**config.mk**
```make
export PLATFORM = sky130hd
export DESIGN_NAME = morse_keyer
export DESIGN_NICKNAME = d
export VERILOG_FILES = /design/src/rtl/morse_pkg.sv /design/src/rtl/morse_rom.sv /design/src/rtl/morse_keyer.sv
export SDC_FILE = /design/constraint.sdc
export NUM_CORES = 1
export LEC_CHECK = 0
export CAP_MARGIN = 20
export CELL_PAD_IN_SITES_DETAIL_PLACEMENT = 0
export CELL_PAD_IN_SITES_GLOBAL_PLACEMENT = 1
export CORE_MARGIN = 2
export CORE_UTILIZATION = 45
export CTS_CLUSTER_SIZE = 16
export DETAILED_ROUTE_END_ITERATION = 7
export PLACE_DENSITY_LB_ADDON = 0.1
export SYNTH_ARGS = -nofsm -noshare
export SYNTH_HDL_FRONTEND = slang
export SYNTH_SLANG_ARGS = --single-unit
```
**constraint.sdc**
```tcl
create_clock -name clock -period 3 [get_ports clock]
set_input_delay 0.6 -clock clock [delete_from_list [all_inputs] [get_ports clock]]
set_output_delay 0.6 -clock clock [all_outputs]
set_load 0.01 [all_outputs]
```
**src/rtl/morse_pkg.sv**
```systemverilog
// Shared types and constants for the Morse keyer and its companion stages.
package morse_pkg;

  typedef enum logic [2:0] {
    StIdle,
    StWaitAlign,
    StMark,
    StSpace,
    StLgap,
    StWgap
  } state_e;

  localparam logic [5:0] CODE_A         = 6'd0;
  localparam logic [5:0] CODE_DIGIT0    = 6'd26;
  localparam logic [5:0] CODE_SPACE     = 6'd36;
  localparam logic [5:0] CODE_MAX_VALID = 6'd35;

  // Silent units added after a letter gap to form a 7-unit word gap.
  localparam int unsigned WORD_GAP_UNITS = 4;

  // len = element count (1-5); pat = elements MSB-first, 1 = dash.
  typedef struct packed {
    logic [2:0] len;
    logic [4:0] pat;
  } rom_entry_t;

endpackage

```
**src/rtl/morse_rom.sv**
```systemverilog
// Combinational character-code to Morse element lookup (A-Z, 0-9).
// Codes outside 0-35 return an all-zero entry (len = 0).
module morse_rom
  import morse_pkg::*;
(
  input  logic [5:0]  char_code_i,
  output rom_entry_t  entry_o
);

  // Pure lookup; patterns are left-aligned in pat.
  always_comb begin
    entry_o = '{len: 3'd0, pat: 5'b00000};
    unique case (char_code_i)
      6'd0:  entry_o = '{len: 3'd2, pat: 5'b01000}; // A .-
      6'd1:  entry_o = '{len: 3'd4, pat: 5'b10000}; // B -...
      6'd2:  entry_o = '{len: 3'd4, pat: 5'b10100}; // C -.-.
      6'd3:  entry_o = '{len: 3'd3, pat: 5'b10000}; // D -..
      6'd4:  entry_o = '{len: 3'd1, pat: 5'b00000}; // E .
      6'd5:  entry_o = '{len: 3'd4, pat: 5'b00100}; // F ..-.
      6'd6:  entry_o = '{len: 3'd3, pat: 5'b11000}; // G --.
      6'd7:  entry_o = '{len: 3'd4, pat: 5'b00000}; // H ....
      6'd8:  entry_o = '{len: 3'd2, pat: 5'b00000}; // I ..
      6'd9:  entry_o = '{len: 3'd4, pat: 5'b01110}; // J .---
      6'd10: entry_o = '{len: 3'd3, pat: 5'b10100}; // K -.-
      6'd11: entry_o = '{len: 3'd4, pat: 5'b01000}; // L .-..
      6'd12: entry_o = '{len: 3'd2, pat: 5'b11000}; // M --
      6'd13: entry_o = '{len: 3'd2, pat: 5'b10000}; // N -.
      6'd14: entry_o = '{len: 3'd3, pat: 5'b11100}; // O ---
      6'd15: entry_o = '{len: 3'd4, pat: 5'b01100}; // P .--.
      6'd16: entry_o = '{len: 3'd4, pat: 5'b11010}; // Q --.-
      6'd17: entry_o = '{len: 3'd3, pat: 5'b01000}; // R .-.
      6'd18: entry_o = '{len: 3'd3, pat: 5'b00000}; // S ...
      6'd19: entry_o = '{len: 3'd1, pat: 5'b10000}; // T -
      6'd20: entry_o = '{len: 3'd3, pat: 5'b00100}; // U ..-
      6'd21: entry_o = '{len: 3'd4, pat: 5'b00010}; // V ...-
      6'd22: entry_o = '{len: 3'd3, pat: 5'b01100}; // W .--
      6'd23: entry_o = '{len: 3'd4, pat: 5'b10010}; // X -..-
      6'd24: entry_o = '{len: 3'd4, pat: 5'b10110}; // Y -.--
      6'd25: entry_o = '{len: 3'd4, pat: 5'b11000}; // Z --..
      6'd26: entry_o = '{len: 3'd5, pat: 5'b11111}; // 0
      6'd27: entry_o = '{len: 3'd5, pat: 5'b01111}; // 1
      6'd28: entry_o = '{len: 3'd5, pat: 5'b00111}; // 2
      6'd29: entry_o = '{len: 3'd5, pat: 5'b00011}; // 3
      6'd30: entry_o = '{len: 3'd5, pat: 5'b00001}; // 4
      6'd31: entry_o = '{len: 3'd5, pat: 5'b00000}; // 5
      6'd32: entry_o = '{len: 3'd5, pat: 5'b10000}; // 6
      6'd33: entry_o = '{len: 3'd5, pat: 5'b11000}; // 7
      6'd34: entry_o = '{len: 3'd5, pat: 5'b11100}; // 8
      6'd35: entry_o = '{len: 3'd5, pat: 5'b11110}; // 9
      default: entry_o = '{len: 3'd0, pat: 5'b00000};
    endcase
  end

endmodule

```
**src/rtl/morse_keyer.sv**
```systemverilog
// Morse keyer: plays one character code per handshake as a timed key waveform.
// unit_clk is sampled as data through a synchronizer; its rising edges are the
// unit time base. Optional word-space support for code 36 is enabled by the
// macro MORSE_WORD_GAP_EN; without it code 36 reports as invalid.
module morse_keyer
  import morse_pkg::*;
#(
  parameter int unsigned SYNC_STAGES      = 2,
  parameter int unsigned LETTER_GAP_UNITS = 3,
  parameter int unsigned DASH_UNITS       = 3
) (
  input  logic       clock,
  input  logic       reset,
  input  logic       unit_clk_i,
  input  logic       char_valid_i,
  input  logic [5:0] char_code_i,
  output logic       char_ready_o,
  output logic       key_out_o,
  output logic       busy_o,
  output logic       done_o,
  output logic       bad_code_o
);

  localparam int unsigned CntW = 8;

  logic [SYNC_STAGES-1:0] sync_q;
  logic                   edge_q;
  logic                   tick;

  state_e          state_q, state_d;
  logic [CntW-1:0] cnt_q, cnt_d;
  logic [2:0]      len_q, len_d;
  logic [4:0]      pat_q, pat_d;
  logic            key_q, key_d;
  logic            done_q, done_d;
  logic            bad_q, bad_d;
  logic            accept;
  rom_entry_t      rom_entry;

  morse_rom u_rom (
    .char_code_i (char_code_i),
    .entry_o     (rom_entry)
  );

  // Synchronize unit_clk and remember its last synchronized level for edge detect.
  always_ff @(posedge clock or posedge reset) begin
    if (reset) begin
      sync_q <= '0;
      edge_q <= 1'b0;
    end else begin
      sync_q <= {sync_q[SYNC_STAGES-2:0], unit_clk_i};
      edge_q <= sync_q[SYNC_STAGES-1];
    end
  end

  assign tick = sync_q[SYNC_STAGES-1] & ~edge_q;

  function automatic logic [CntW-1:0] elem_units(input logic is_dash);
    return is_dash ? CntW'(DASH_UNITS) : CntW'(1);
  endfunction

  assign char_ready_o = (state_q == StIdle) && !done_q;
  assign accept       = char_valid_i && char_ready_o;

  // Next-state and registered-output logic; every transition past accept waits on a tick.
  always_comb begin
    state_d = state_q;
    cnt_d   = cnt_q;
    len_d   = len_q;
    pat_d   = pat_q;
    key_d   = key_q;
    done_d  = 1'b0;
    bad_d   = 1'b0;
    unique case (state_q)
      StIdle: begin
        if (accept) begin
          if (char_code_i <= CODE_MAX_VALID) begin
            len_d   = rom_entry.len;
            pat_d   = rom_entry.pat;
            state_d = StWaitAlign;
          end
`ifdef MORSE_WORD_GAP_EN
          else if (char_code_i == CODE_SPACE) begin
            // len = 0 marks a word gap rather than a character.
            len_d   = 3'd0;
            pat_d   = 5'b00000;
            state_d = StWaitAlign;
          end
`endif
          else begin
            done_d = 1'b1;
            bad_d  = 1'b1;
          end
        end
      end
      StWaitAlign: begin
        if (tick) begin
          if (len_q == 3'd0) begin
            state_d = StWgap;
            cnt_d   = CntW'(WORD_GAP_UNITS);
          end else begin
            state_d = StMark;
            key_d   = 1'b1;
            cnt_d   = elem_units(pat_q[4]);
          end
        end
      end
      StMark: begin
        if (tick) begin
          if (cnt_q == CntW'(1)) begin
            key_d = 1'b0;
            if (len_q > 3'd1) begin
              state_d = StSpace;
            end else begin
              state_d = StLgap;
              cnt_d   = CntW'(LETTER_GAP_UNITS);
            end
          end else begin
            cnt_d = cnt_q - CntW'(1);
          end
        end
      end
      StSpace: begin
        if (tick) begin
          state_d = StMark;
          key_d   = 1'b1;
          pat_d   = {pat_q[3:0], 1'b0};
          len_d   = len_q - 3'd1;
          cnt_d   = elem_units(pat_q[3]);
        end
      end
      StLgap, StWgap: begin
        if (tick) begin
          if (cnt_q == CntW'(1)) begin
            state_d = StIdle;
            done_d  = 1'b1;
          end else begin
            cnt_d = cnt_q - CntW'(1);
          end
        end
      end
      default: state_d = StIdle;
    endcase
  end

  // State and output registers; reset drops the key immediately.
  always_ff @(posedge clock or posedge reset) begin
    if (reset) begin
      state_q <= StIdle;
      cnt_q   <= '0;
      len_q   <= 3'd0;
      pat_q   <= 5'b00000;
      key_q   <= 1'b0;
      done_q  <= 1'b0;
      bad_q   <= 1'b0;
    end else begin
      state_q <= state_d;
      cnt_q   <= cnt_d;
      len_q   <= len_d;
      pat_q   <= pat_d;
      key_q   <= key_d;
      done_q  <= done_d;
      bad_q   <= bad_d;
    end
  end

  assign key_out_o  = key_q;
  assign busy_o     = (state_q != StIdle);
  assign done_o     = done_q;
  assign bad_code_o = bad_q;

endmodule
```
# Word level (Yosys, flattened, before mapping)
# Memories as Yosys holds them, arrays and structs flattened.
# Index checks and enable logic that the tools add are counted.
[op_classes]
add_sub_neg = 2
eq_ne = 17
n_reduce_logical = 14
n_bitwise = 2
n_mux = 42
order_cmp = 2
[ops]
columns = ["op", "count"]
rows = [
  ["$mux W8", 7],
  ["$mux W3", 14],
  ["$pmux W8 S4", 1],
  ["$ne A2 B2 Y1 const B", 9],
  ["$mux W5", 3],
  ["$pmux W3 S5", 1],
  ["$mux W1", 10],
  ["$pmux W5 S2", 1],
  ["$eq A8 B1 Y1 const B", 1],
  ["$reduce_and A8 Y1", 1],
  ["$sub A8 B1 Y8 const B", 1],
  ["$reduce_and A7 Y1", 1],
  ["$eq A3 B2 Y1 const B", 2],
  ["$eq A3 B3 Y1 const B", 2],
  ["$le A6 B6 Y1 const B", 1],
  ["$logic_not A3 Y1", 2],
  ["$pmux W3 S2", 1],
  ["$reduce_and A6 Y1", 1],
  ["$reduce_bool A3 Y1", 2],
  ["$mux W2", 2],
  ["$reduce_and A4 Y1", 1],
  ["$reduce_bool A4 Y1", 1],
  ["$eq A3 B1 Y1 const B", 1],
  ["$gt A3 B1 Y1 const B", 1],
  ["11 further kinds", 12],
]
[totals]
mem_bits_ro = 512
input_bits = 10
wordCells = 89
regBits = 25
memories = 1
out_inout_bits = 5
[mem_list]
columns = ["memory", "depth", "word_bits", "rd", "rd_clocked_by_memory_dff", "wr", "line", "rtl"]
rows = [
  ["(name not given)", 64, 8, 1, 0, 0, "morse_rom.sv:13", "unique case (char_code_i)"],
]

# Longest topological paths before layout
# Gate-level depths: netlist (run 1).
[depth]
depth_word = 5
depth_mapped = 10
depth_no_buf = 7

# Cells and area by module
# Synthesis (run 1) repeated with hierarchy kept, for this count alone.
[hier_totals]
cells_unflattened = 257
area_unflattened_um2 = 2177.1
[by_module_without_submodules]
columns = ["module", "seq_area_each_um2", "cells_per_inst", "area_each_um2", "instances"]
rows = [
  ["morse_keyer", 625.6, 176, 1582.8, 1],
  ["morse_rom", 0.0, 81, 594.3, 1],
]

# Worst setup path before layout (run 1)
# Ideal clock, no wire load.
[synth_timing]
path_kind = "flip-flop to flip-flop"
start = "register state_q[1]"
end = "register cnt_q[3]"
t_arrival_ns = 2.105
required_time_ns = 2.879
period_less_slack_ns = 2.226
slack_ns = 0.774
setup_time_ns = 0.121
n_path_buf = 2
stages_incl_launch_ff = 9
path_cell_list = "dfrtp_1 > clkbuf_8 > inv_1 > ha_1 > clkdlybuf4s50_2 > nand2_1 > a2bb2oi_4 > o21ai_0 > a22o_1"
[synth_via]
elab_chain_len = 4
word_cells_on_any_way = 15
cone_classes = "eq/ne (11); mux (1); reduce/logical (3)"
[synth_rtl]
columns = ["item", "line", "rtl"]
rows = [
  ["start, declared", "morse_keyer.sv:30", "state_e state_q, state_d;"],
  ["start signal, assigned", "morse_keyer.sv:149", "state_q <= StIdle;"],
  ["start signal, assigned", "morse_keyer.sv:157", "state_q <= state_d;"],
  ["$eq A3 B3 Y1", "morse_keyer.sv:74", "unique case (state_q)"],
  ["$reduce_or A2 Y1", "morse_keyer.sv:74", ""],
  ["$reduce_bool A4 Y1 (no line) or $ne A2 B2 Y1 (tied branches)", "--", ""],
  ["$reduce_and A7 Y1 (no line)", "--", ""],
  ["end signal, assigned", "morse_keyer.sv:158", "cnt_q <= cnt_d;"],
  ["end, declared", "morse_keyer.sv:31", "logic [CntW-1:0] cnt_q, cnt_d;"],
]
# Several ways; a longest one is shown, not always the timed one.
# A chain may end at the register's enable or synchronous reset.

# Worst setup path after layout (run 1)
[layout_timing]
start = "register state_q[1]"
end = "output char_ready_o"
[layout_via]
elab_chain_len = 2
[layout_rtl]
columns = ["item", "line", "rtl"]
rows = [
  ["$logic_not A3 Y1", "morse_keyer.sv:62", "assign char_ready_o = (state_q == StIdle) && !done_q;"],
  ["$logic_and A1 B1 Y1", "morse_keyer.sv:62", ""],
  ["end, declared", "morse_keyer.sv:17", "output logic char_ready_o,"],
]
# No other way between the ends.

==> results of run 1 <==
## cells in the mapped netlist, types with 2 or more instances
library cell | n | area [sq um]
nand3b_1 | 2 | 15.0
o21ai_0 | 23 | 115
a22o_1 | 6 | 52.6
dfrtp_1 | 25 | 626
o21ba_2 | 2 | 20.0
a22oi_1 | 2 | 15.0
inv_1 | 15 | 56.3
or2_2 | 2 | 12.5
o211ai_1 | 8 | 60.1
ha_1 | 13 | 163
a21o_1 | 2 | 15.0
a31oi_1 | 3 | 18.8
o311a_1 | 2 | 20.0
or3_1 | 3 | 18.8
nor3_1 | 12 | 60.1
o31ai_1 | 3 | 22.5
a21oi_1 | 12 | 60.1
nand2_1 | 14 | 52.6
a21boi_0 | 2 | 15.0
or2b_2 | 2 | 17.5
nor2_1 | 22 | 82.6
a221oi_1 | 3 | 26.3
nand2b_1 | 3 | 18.8
buf_6 | 2 | 22.5
clkbuf_1 | 10 | 37.5
nor2b_1 | 6 | 37.5
o22ai_1 | 2 | 12.5
mux2i_1 | 3 | 30.0
nand3_1 | 2 | 10.0
## final cells by class
| type | instances | share of cell area |
|---|---|---|
| Multi-Input combinational cell | 188 | 0.569 |
| Sequential cell | 25 | 0.271 |
| Timing Repair Buffer | 22 | 0.0868 |
| Tap cell | 52 | 0.0282 |
| Inverter | 15 | 0.0244 |
| Clock buffer | 3 | 0.0179 |
| Clock inverter | 1 | 0.00217 |
## per-layer routing
layer	vias up	GRT usage
met5	-	0
met4	0	0.0252
met3	2	0.0333
met2	17	0.298
met1	855	0.280
li1	917	-
## cell usage in the layout (no fill, tap or decap), types with 3 or more instances in the layout
cell / count
mux2i_1: 3
nor3_1: 12
inv_1: 15
buf_4: 8
clkbuf_8: 3
clkdlybuf4s50_1: 14
or3_1: 3
a31oi_1: 3
nand2b_1: 3
ha_1: 13
dfrtp_1: 25
a22o_1: 6
a21oi_1: 12
o211ai_1: 8
nand2_1: 14
nor2b_1: 6
nor2_1: 22
o21ai_0: 23
a221oi_1: 3
o31ai_1: 3
## power by group
part / internal, mW / leakage, nW / switching, mW
registers: 0.465 / 0.312 / 0.139
logic: 0.543 / 0.658 / 0.659
clock network: 0.0930 / 0.0255 / 0.111
total: 1.10 / 0.995 / 0.909
## final timing paths
| kind | startpoint | slack (ns) | end |
|---|---|---|---|
| min in group asynchronous | reset | 0.66 | edge_q |
| worst max-delay path | state_q[1] | 0.55 | char_ready_o |
| worst max register to register | state_q[2] | 0.64 | cnt_q[2] |
| max in group asynchronous | reset | 2.08 | cnt_q[7] |
| worst min register to register | sync_q[0] | 0.35 | sync_q[1] |
| worst min-delay path | sync_q[0] | 0.35 | sync_q[1] |
## sequential cells by signal, indices dropped and copies added (netlist names)
register    count
key_out_o       1
sync_q          2
pat_q           5
bad_code_o      1
cnt_q           8
done_o          1
state_q         3
len_q           3
edge_q          1
## worst max-delay path, delay by kind of cell, from the launching register on
kind	cells	cell delay, ns
flops	1	0.39
buf+inv	4	0.94
simple gates	2	0.25
## logic make-up after synthesis
family	after synthesis	share of synthesized area
AND/OR/NAND/NOR	85	0.229
AO/OA/AOI/OAI	84	0.288
buffers and inverters	30	0.0702
flip-flops	25	0.300
adder cells (fa/ha/maj)	13	0.0780
multiplexers	5	0.0306
XOR/XNOR	1	0.00420
## per-stage QoR
stage | hold WS, ns | utilization
6_report | 0.355 | 0.522
5_1_grt | 0.382 | 0.522
4_1_cts | 0.358 | 0.522
3_5_place_dp | 0.337 | 0.512
3_3_place_gp | 0.333 | 0.512
2_1_floorplan | 0.331 | -
==> impl_metrics.csv, run 1 <==
group,metric,value,unit
placed_design,io_buffers,14,
hold_path,hold_depth,0,
synthesis,synth_edf_count,0,
power_and_ir_drop,power,2.01,mW
placed_design,placed_area,0.00226,sq mm
finish,layout-drive-gt1-share,0.118,
clock_network,post_cts_buffers,0,
route,wl_per_cell,15.3,microns
route,drt-pass1-iter-count,4,
clock_network,root_buffer,"clkbuf_8",
global_routing,grt_max_degree,26,
synthesis,synth_nets,266,
power_and_ir_drop,power.density,872,mW/mm^2
clock_network,numCtsBuffers,3,
finish,fill_cells,415,
sta,rsz0062_at_grt,"no",
route,routed_wl,4.69,mm
clock_network,cts_hold_buf,0,
sta,maxClockFrequency,409,MHz
synthesis,seq_area_frac_synth,0.300,
finish,seq_area,626,sq um
setup_path,crit_chain,"buf_4 -> nor3_1 -> buf_4 -> inv_1 -> nor2_1 -> clkdlybuf4s50_1",
clock_network,clockBufferDepth,2,
placed_design,place_congestion,0.883,
global_routing,antenna_found_initial,0,
clock_network,clock_latency,0.27,ns
hold_path,hold_class,"register to register",
route,route.detailed.drc,0,
setup_path,cpPeakStageDelay,0.54,ns
route,vias,1791,
clock_network,cts_tree,"done",
global_routing,grt.total_usage,0.189,
global_routing,overflow,0,
setup_path,critPathMostFrequentCell,"buf_4",
setup_path,crit_slowest_cell,"clkdlybuf4s50_1",
synthesis,yosys.cell_types.count,66,
synthesis,synth-warning-count,0,
power_and_ir_drop,peakVddDrop,0.000457,V
synthesis,syn_area,0.00208,sq mm
route,drt-vias-per-instance,5.85,
placed_design,post-place-cells,302,
sta,relSlewSlack,0.658,
setup_path,r2r_cells,6,
synthesis,synth-seq-cells,25,
setup_path,end_kind,"primary output",
clock_network,htreeDepth,1,
setup_path,path_max_fanout,13,
finish,fin_cells,306,
sta,period_share,0.815,
placed_design,dp_worst_setup_slack,0.382,ns
floorplan,row_count,24,
sta,fin_skew,0.0101,ns
floorplan,ios,15,
sta,slew_violations,0,
floorplan,die-area,0.00519,sq mm
floorplan,core-area,0.00441,sq mm
sta,setup_viol_count_final,0,
power_and_ir_drop,p_leak,0.995,nW
setup_path,crit_arrival,1.85,ns
finish,area_delta_synth_final,10.6,%
route,top_layer,"met4",
synthesis,synth_cells,243,
global_routing,grt_pass1_vias,1673,
route,route.met2.wl,2.11,mm
sta,tightestPinTransition,0.508,ns
outcome,status,"finished, final reports clean",
sta,hold_viol_final,0,
floorplan,fp.dieH,72.1,microns
clock_network,clock_sinks,25,
synthesis,avgSynthCellArea,8.58,sq um
finish,antenna_cells,0,
clock_network,clk_transition_reported_paths,0.10,ns
floorplan,dieWidth,72.1,microns
synthesis,async_flop_share,1.00,
flow_run,maxCapViolations,0,
finish,stdcell_area,0.00231,sq mm
finish,final_nets,278,
setup_path,worstPathRequired,2.40,ns
synthesis,ys.flop_type,"dfrtp_1",
route,ant_nets,0,
sta,fin_ws,0.554,ns
setup_path,critical_path_class,"register to primary output",
floorplan,start_util,0.472,
global_routing,grt_pass1_wl,7.90,mm
sta,final.setup.tns,0,ns
setup_path,worstSetupStartpointType,"register",
route,met3_length,79,microns
route,met1_length,2.49,mm
placed_design,hpwl,3.46,mm
clock_network,cts_resized,0,
sta,min_period,2.45,ns
route,first_iter_violations,52,
finish,multi_input_area,0.00131,sq mm
(Power assumes the default switching activity.)
==> inputs of run 2 (changes only) <==
==> constraint.sdc (replaced) <==
create_clock -name clock -period 2.5 [get_ports clock]
set_input_delay 0.5 -clock clock [delete_from_list [all_inputs] [get_ports clock]]
set_output_delay 0.5 -clock clock [all_outputs]
set_load 0.01 [all_outputs]
==> run 2 against run 1 <==
Sequential cell count stayed put. Routed wire length shrank 1.4%. Worst hold slack worse by 0.0021 ns. Final area rose by 2.4%. Utilization is 1.3 points higher. Combinational power up 25%. Sequential share of layout area fell by 0.65 points. Final cell count up 2.3%. First-iteration DRC count up 87%. Worst setup slack worse by 0.36 ns. Critical path depth decreased by 1. Global-route usage rose by 0.54 points.
==> impl_metrics.csv, run 2 (synthesized netlist as in run 1, its figures left out) <==
group,metric,value,unit
sta,tightestPinTransition,0.523,ns
placed_design,hpwl,3.51,mm
route,routed_wl,4.63,mm
sta,hold_viol_final,0,
clock_network,post_cts_buffers,0,
power_and_ir_drop,seq_power_share,0.291,
route,route.detailed.drc,0,
hold_path,hold_class,"register to register",
power_and_ir_drop,power.share.switching,0.446,
route,vias,1830,
sta,relSlewSlack,0.648,
route,drt-pass1-iter-count,5,
finish,seq_area,626,sq um
power_and_ir_drop,p_leak,1.03,nW
floorplan,start_util,0.472,
finish,regMostFlops,"cnt_q",
floorplan,die-area,0.00519,sq mm
sta,setup_viol_count_final,0,
setup_path,worstSetupStartpointType,"register",
setup_path,worstPathRequired,2.00,ns
finish,final_nets,285,
finish,final_common_cell,"dfrtp_1",
global_routing,overflow,0,
setup_path,path_max_fanout,12,
sta,rsz0062_at_grt,"no",
floorplan,core-area,0.00441,sq mm
power_and_ir_drop,p_clk_frac,0.098,
placed_design,io_buffers,14,
setup_path,crit_arrival,1.81,ns
floorplan,ios,15,
power_and_ir_drop,power.density,1040,mW/mm^2
placed_design,dp_worst_setup_slack,0.0772,ns
outcome,status,"finished, final reports clean",
clock_network,clock_sinks,25,
sta,final.setup.tns,0,ns
clock_network,clock_latency,0.27,ns
route,drt-vias-per-instance,5.85,
clock_network,numCtsBuffers,3,
global_routing,grt_max_degree,26,
flow_run,maxCapViolations,0,
finish,antenna_cells,0,
power_and_ir_drop,internal-power,1.37,mW
sta,period_share,0.923,
finish,reg.largest.list,"cnt_q: 8 flops, pat_q: 5 flops",
finish,largest_reg_flops,8,
floorplan,fp.dieH,72.1,microns
clock_network,cts_hold_buf,0,
route,wl_per_cell,14.8,microns
floorplan,row_count,24,
global_routing,grt_pass1_vias,1784,
route,first_iter_violations,97,
sta,slew_violations,0,
clock_network,clockBufferDepth,2,
finish,multi_input_area,0.00132,sq mm
placed_design,place_congestion,0.905,
global_routing,grt_pass1_wl,8.20,mm
setup_path,critical_path_class,"register to primary output",
sta,fin_skew,0.0113,ns
floorplan,dieWidth,72.1,microns
setup_path,end_kind,"primary output",
finish,fill_cells,415,
finish,layout-drive-gt1-share,0.142,
finish,area_delta_synth_final,13.3,%
power_and_ir_drop,power.switching,1.10,mW
sta,min_period,2.31,ns
clock_network,clk_transition_reported_paths,0.09,ns
power_and_ir_drop,comb_power_share,0.610,
finish,final_cell_mix,"25 x dfrtp_1, 23 x o21ai_0, 22 x nor2_1, 15 x inv_1, 15 x buf_4",
sta,fin_ws,0.193,ns
global_routing,grt.total_usage,0.195,
power_and_ir_drop,peakVddDrop,0.000553,V
route,ant_nets,0,
global_routing,antenna_found_initial,0,
clock_network,cts_tree,"done",
clock_network,htreeDepth,1,
sta,maxClockFrequency,433,MHz
finish,post-route-util,0.535,
clock_network,root_buffer,"clkbuf_8",
run 2: cell count changes in the layout (fill, tap and decap cells not counted), sizes merged:
cell / change
clkinv: -1
clkbuf: +1
buf: +7
run 2: final timing paths:
check                           depth (start not counted)            to  slack (ns)        from
max in group asynchronous                               3      pat_q[2]        1.68       reset
worst max register to register                          5      cnt_q[5]        0.22    cnt_q[4]
worst min-delay path                                    0     sync_q[1]        0.35   sync_q[0]
min in group asynchronous                               3      pat_q[0]        0.57       reset
worst min register to register                          0     sync_q[1]        0.35   sync_q[0]
worst max-delay path                                    5  char_ready_o        0.19  state_q[1]
run 2: critical path: stages (launching register included):
cell and delay (ns):
dfrtp_1 0.41, buf_4 0.19, nor3_2 0.21, inv_1 0.10, nor2_1 0.09, clkdlybuf4s50_1 0.54
run 2: through the flow:
step / cell area [sq um] / cells / power [mW] / hold WS, ns
6_report: 2360 / 313 / 2.46 / 0.353
2_1_floorplan: 2080 / 243 / 1.88 / 0.331
4_1_cts: 2360 / 313 / 2.47 / 0.356
5_1_grt: 2360 / 313 / 2.71 / 0.362
3_5_place_dp: 2310 / 309 / 2.22 / 0.336
3_3_place_gp: 2310 / 309 / 2.22 / 0.334
run 2: metal layers:
metal / part of all wire / track usage
met3: 0.037 / 0.0389
met4: 0.0097 / 0.0377
met1: 0.50 / 0.284
met5: 0 / 0
met2: 0.45 / 0.301
run 2: cell type report:
| cell class | instances | area share |
|---|---|---|
| repair buffers | 29 | 0.107 |
| well taps | 52 | 0.0275 |
| flip-flops and latches | 25 | 0.265 |
| inverters | 15 | 0.0238 |
| multi-input cells | 188 | 0.558 |
| clock buffers | 4 | 0.0191 |
run 2: power by group through the flow:
stage / registers, mW / logic [mW] / clock network, mW
floorplan: 0.673 / 1.21 / 0
global placement: 0.723 / 1.50 / 0
detailed placement: 0.723 / 1.50 / 0
CTS: 0.715 / 1.50 / 0.251
global route: 0.747 / 1.70 / 0.266
finish: 0.717 / 1.50 / 0.242
run 2: timing repair:
| action | CTS | global route |
|---|---|---|
| resized for setup | 0 | 1 |
| endpoints found under the setup margin | 0 | 1 |
| endpoints found under the hold margin | 0 | 0 |
==> inputs of run 3 (changes only) <==
--- a/config.mk
+++ b/config.mk
@@ -9,10 +9,12 @@
 export CELL_PAD_IN_SITES_DETAIL_PLACEMENT = 0
 export CELL_PAD_IN_SITES_GLOBAL_PLACEMENT = 1
 export CORE_MARGIN = 2
-export CORE_UTILIZATION = 45
+export CORE_UTILIZATION = 40
 export CTS_CLUSTER_SIZE = 16
 export DETAILED_ROUTE_END_ITERATION = 7
 export PLACE_DENSITY_LB_ADDON = 0.1
+export SKIP_CTS_REPAIR_TIMING = 1
 export SYNTH_ARGS = -nofsm -noshare
 export SYNTH_HDL_FRONTEND = slang
 export SYNTH_SLANG_ARGS = --single-unit
+export TNS_END_PERCENT = 10
==> run 3 against run 2 <==
Sequential cell count is the same. Worst setup slack got worse by 0.10 ns. Combinational power about the same. Sequential power is essentially flat. Sequential share of layout area decreased by 0.28 points. Routed wire length grew 3.4%. Power increased by 0.21%. Fmax down 4.3%. Register-to-register slack about the same. Worst hold slack improved by 0.0073 ns. First-iteration DRC count decreased by 7.2%. Largest cell class unchanged.
==> impl_metrics.csv, run 3 (synthesized netlist as in run 1, its figures left out) <==
group,metric,value,unit
outcome,status,"finished, final reports clean",
finish,final_nets,286,
setup_path,r2r_slack,0.22,ns
finish,final_common_cell,"dfrtp_1",
setup_path,crit_slowest_cell,"clkdlybuf4s50_1",
setup_path,crit_chain,"buf_4 -> nor3_1 -> inv_1 -> nor2_1 -> clkdlybuf4s50_1",
power_and_ir_drop,comb_power_share,0.609,
power_and_ir_drop,power.switching,1.09,mW
finish,fill_cells,526,
sta,fin_ws,0.0884,ns
clock_network,clockBufferDepth,2,
floorplan,ios,15,
finish,regMostFlops,"cnt_q",
sta,setup_viol_count_final,0,
setup_path,critPathBufInv,3,
finish,final_cell_mix,"25 x dfrtp_1, 23 x o21ai_0, 22 x nor2_1, 16 x buf_4, 15 x inv_1",
setup_path,worstPathRequired,2.00,ns
sta,final.setup.tns,0,ns
power_and_ir_drop,peakVddDrop,0.000310,V
hold_path,hold_class,"register to register",
global_routing,grt_pass1_vias,1755,
route,drt-pass1-iter-count,4,
clock_network,root_buffer,"clkbuf_8",
placed_design,place_congestion,0.808,
flow_run,maxCapViolations,0,
power_and_ir_drop,power.share.switching,0.443,
power_and_ir_drop,power.density,1030,mW/mm^2
sta,min_period,2.41,ns
clock_network,numCtsBuffers,3,
sta,hold_viol_final,0,
global_routing,grt.total_usage,0.176,
setup_path,cp-endpoint,"char_ready_o",
route,wl_per_cell,14.4,microns
floorplan,core-area,0.00507,sq mm
global_routing,grt_pass1_wl,8.42,mm
placed_design,hpwl,3.67,mm
route,vias,1812,
setup_path,end_kind,"primary output",
sta,period_share,0.965,
setup_path,cp.depth,5,
finish,antenna_cells,0,
setup_path,crit-reg2reg-launch,"cnt_q[4]",
sta,tightestPinTransition,0.592,ns
finish,reg.largest.list,"cnt_q: 8 flops, pat_q: 5 flops",
route,ant_nets,0,
global_routing,antenna_found_initial,0,
clock_network,clk_transition_reported_paths,0.09,ns
clock_network,htreeDepth,1,
setup_path,critical_path_class,"register to primary output",
sta,relSlewSlack,0.601,
floorplan,die-area,0.00580,sq mm
clock_network,clock_sinks,25,
power_and_ir_drop,p_clk_frac,0.100,
clock_network,cts_tree,"done",
sta,fin_skew,0.00740,ns
finish,fin_cells,332,
floorplan,start_util,0.411,
setup_path,crit_arrival,1.91,ns
placed_design,dp_worst_setup_slack,0.118,ns
route,drt-vias-per-instance,5.46,
route,route.detailed.drc,0,
setup_path,r2r_cells,5,
sta,maxClockFrequency,415,MHz
placed_design,post-place-cells,328,
power_and_ir_drop,internal-power,1.38,mW
setup_path,path_max_fanout,7,
setup_path,worstSetupStartpointType,"register",
setup_path,critPathTopFamily,"buffers and inverters",
finish,layout-drive-gt1-share,0.141,
finish,largest_reg_flops,8,
power_and_ir_drop,p_leak,1.03,nW
route,routed_wl,4.78,mm
clock_network,clock_latency,0.27,ns
sta,slew_violations,0,
floorplan,fp.dieH,76.2,microns
global_routing,grt_max_degree,26,
floorplan,row_count,26,
floorplan,dieWidth,76.2,microns
global_routing,overflow,0,
placed_design,io_buffers,14,
finish,area_delta_synth_final,14.5,%
route,first_iter_violations,90,
setup_path,rr_endpoint,"cnt_q[5]",
setup_path,cpPeakStageDelay,0.54,ns
power_and_ir_drop,seq_power_share,0.290,
sta,rsz0062_at_grt,"no",
sta,whs,0.360,ns
setup_path,startpoint,"state_q[1]",
[run 3: cell types whose count changed in the layout (fill, tap and decap cells not counted)]
cell    before  now
buf_4       15   16
nor3_1      11   12
nor3_2       1    0
[run 3: layer usage]
metal / up-vias / share of wire / track usage
met1: 855 / 0.49 / 0.237
met5: - / 0 / 0
li1: 931 / - / -
met3: 6 / 0.013 / 0.0201
met2: 20 / 0.48 / 0.293
met4: 0 / 0.017 / 0.0600
[run 3: power by group through the flow]
stage	logic (mW)	registers, mW	clock network, mW
after detailed placement	1.51	0.722	0
after global routing	1.69	0.742	0.281
after global placement	1.52	0.720	0
final	1.50	0.717	0.247
after floorplan	1.21	0.673	0
after CTS	1.52	0.715	0.259
[run 3: area by class of cell]
class,instances,area [sq um],area share
multi-input cells,188,1310,0.550
flip-flops and latches,25,626,0.262
repair buffers,30,260,0.109
well taps,70,87.6,0.0367
inverters,15,56.3,0.0236
clock buffers,4,45.0,0.0189
[run 3: how the worst min path moves through the flow]
stage / start / to / slack [ns] / depth (start not counted)
floorplan: sync_q[0] / sync_q[1] / 0.33 / 0
global placement: sync_q[0] / sync_q[1] / 0.34 / 0
detailed placement: sync_q[0] / sync_q[1] / 0.34 / 0
CTS: sync_q[0] / sync_q[1] / 0.36 / 0
global route: sync_q[0] / sync_q[1] / 0.38 / 0
finish: sync_q[0] / sync_q[1] / 0.36 / 0
[run 3: through the flow]
| step | instance area (sq um) | util | power, mW |
|---|---|---|---|
| final | 2390 | 0.470 | 2.47 |
| after global routing | 2390 | 0.470 | 2.71 |
| after CTS | 2390 | 0.470 | 2.49 |
| after detailed placement | 2340 | 0.462 | 2.23 |
| after global placement | 2340 | 0.462 | 2.24 |
| after floorplan | 2080 | - | 1.88 |
[run 3: worst register-to-register path, stage by stage, from the launching register on]
cell	delay, ns
dfrtp_1	0.44
or4_4	0.60
or3_1	0.41
o32a_2	0.30
nor2b_4	0.18
a32o_1	0.25
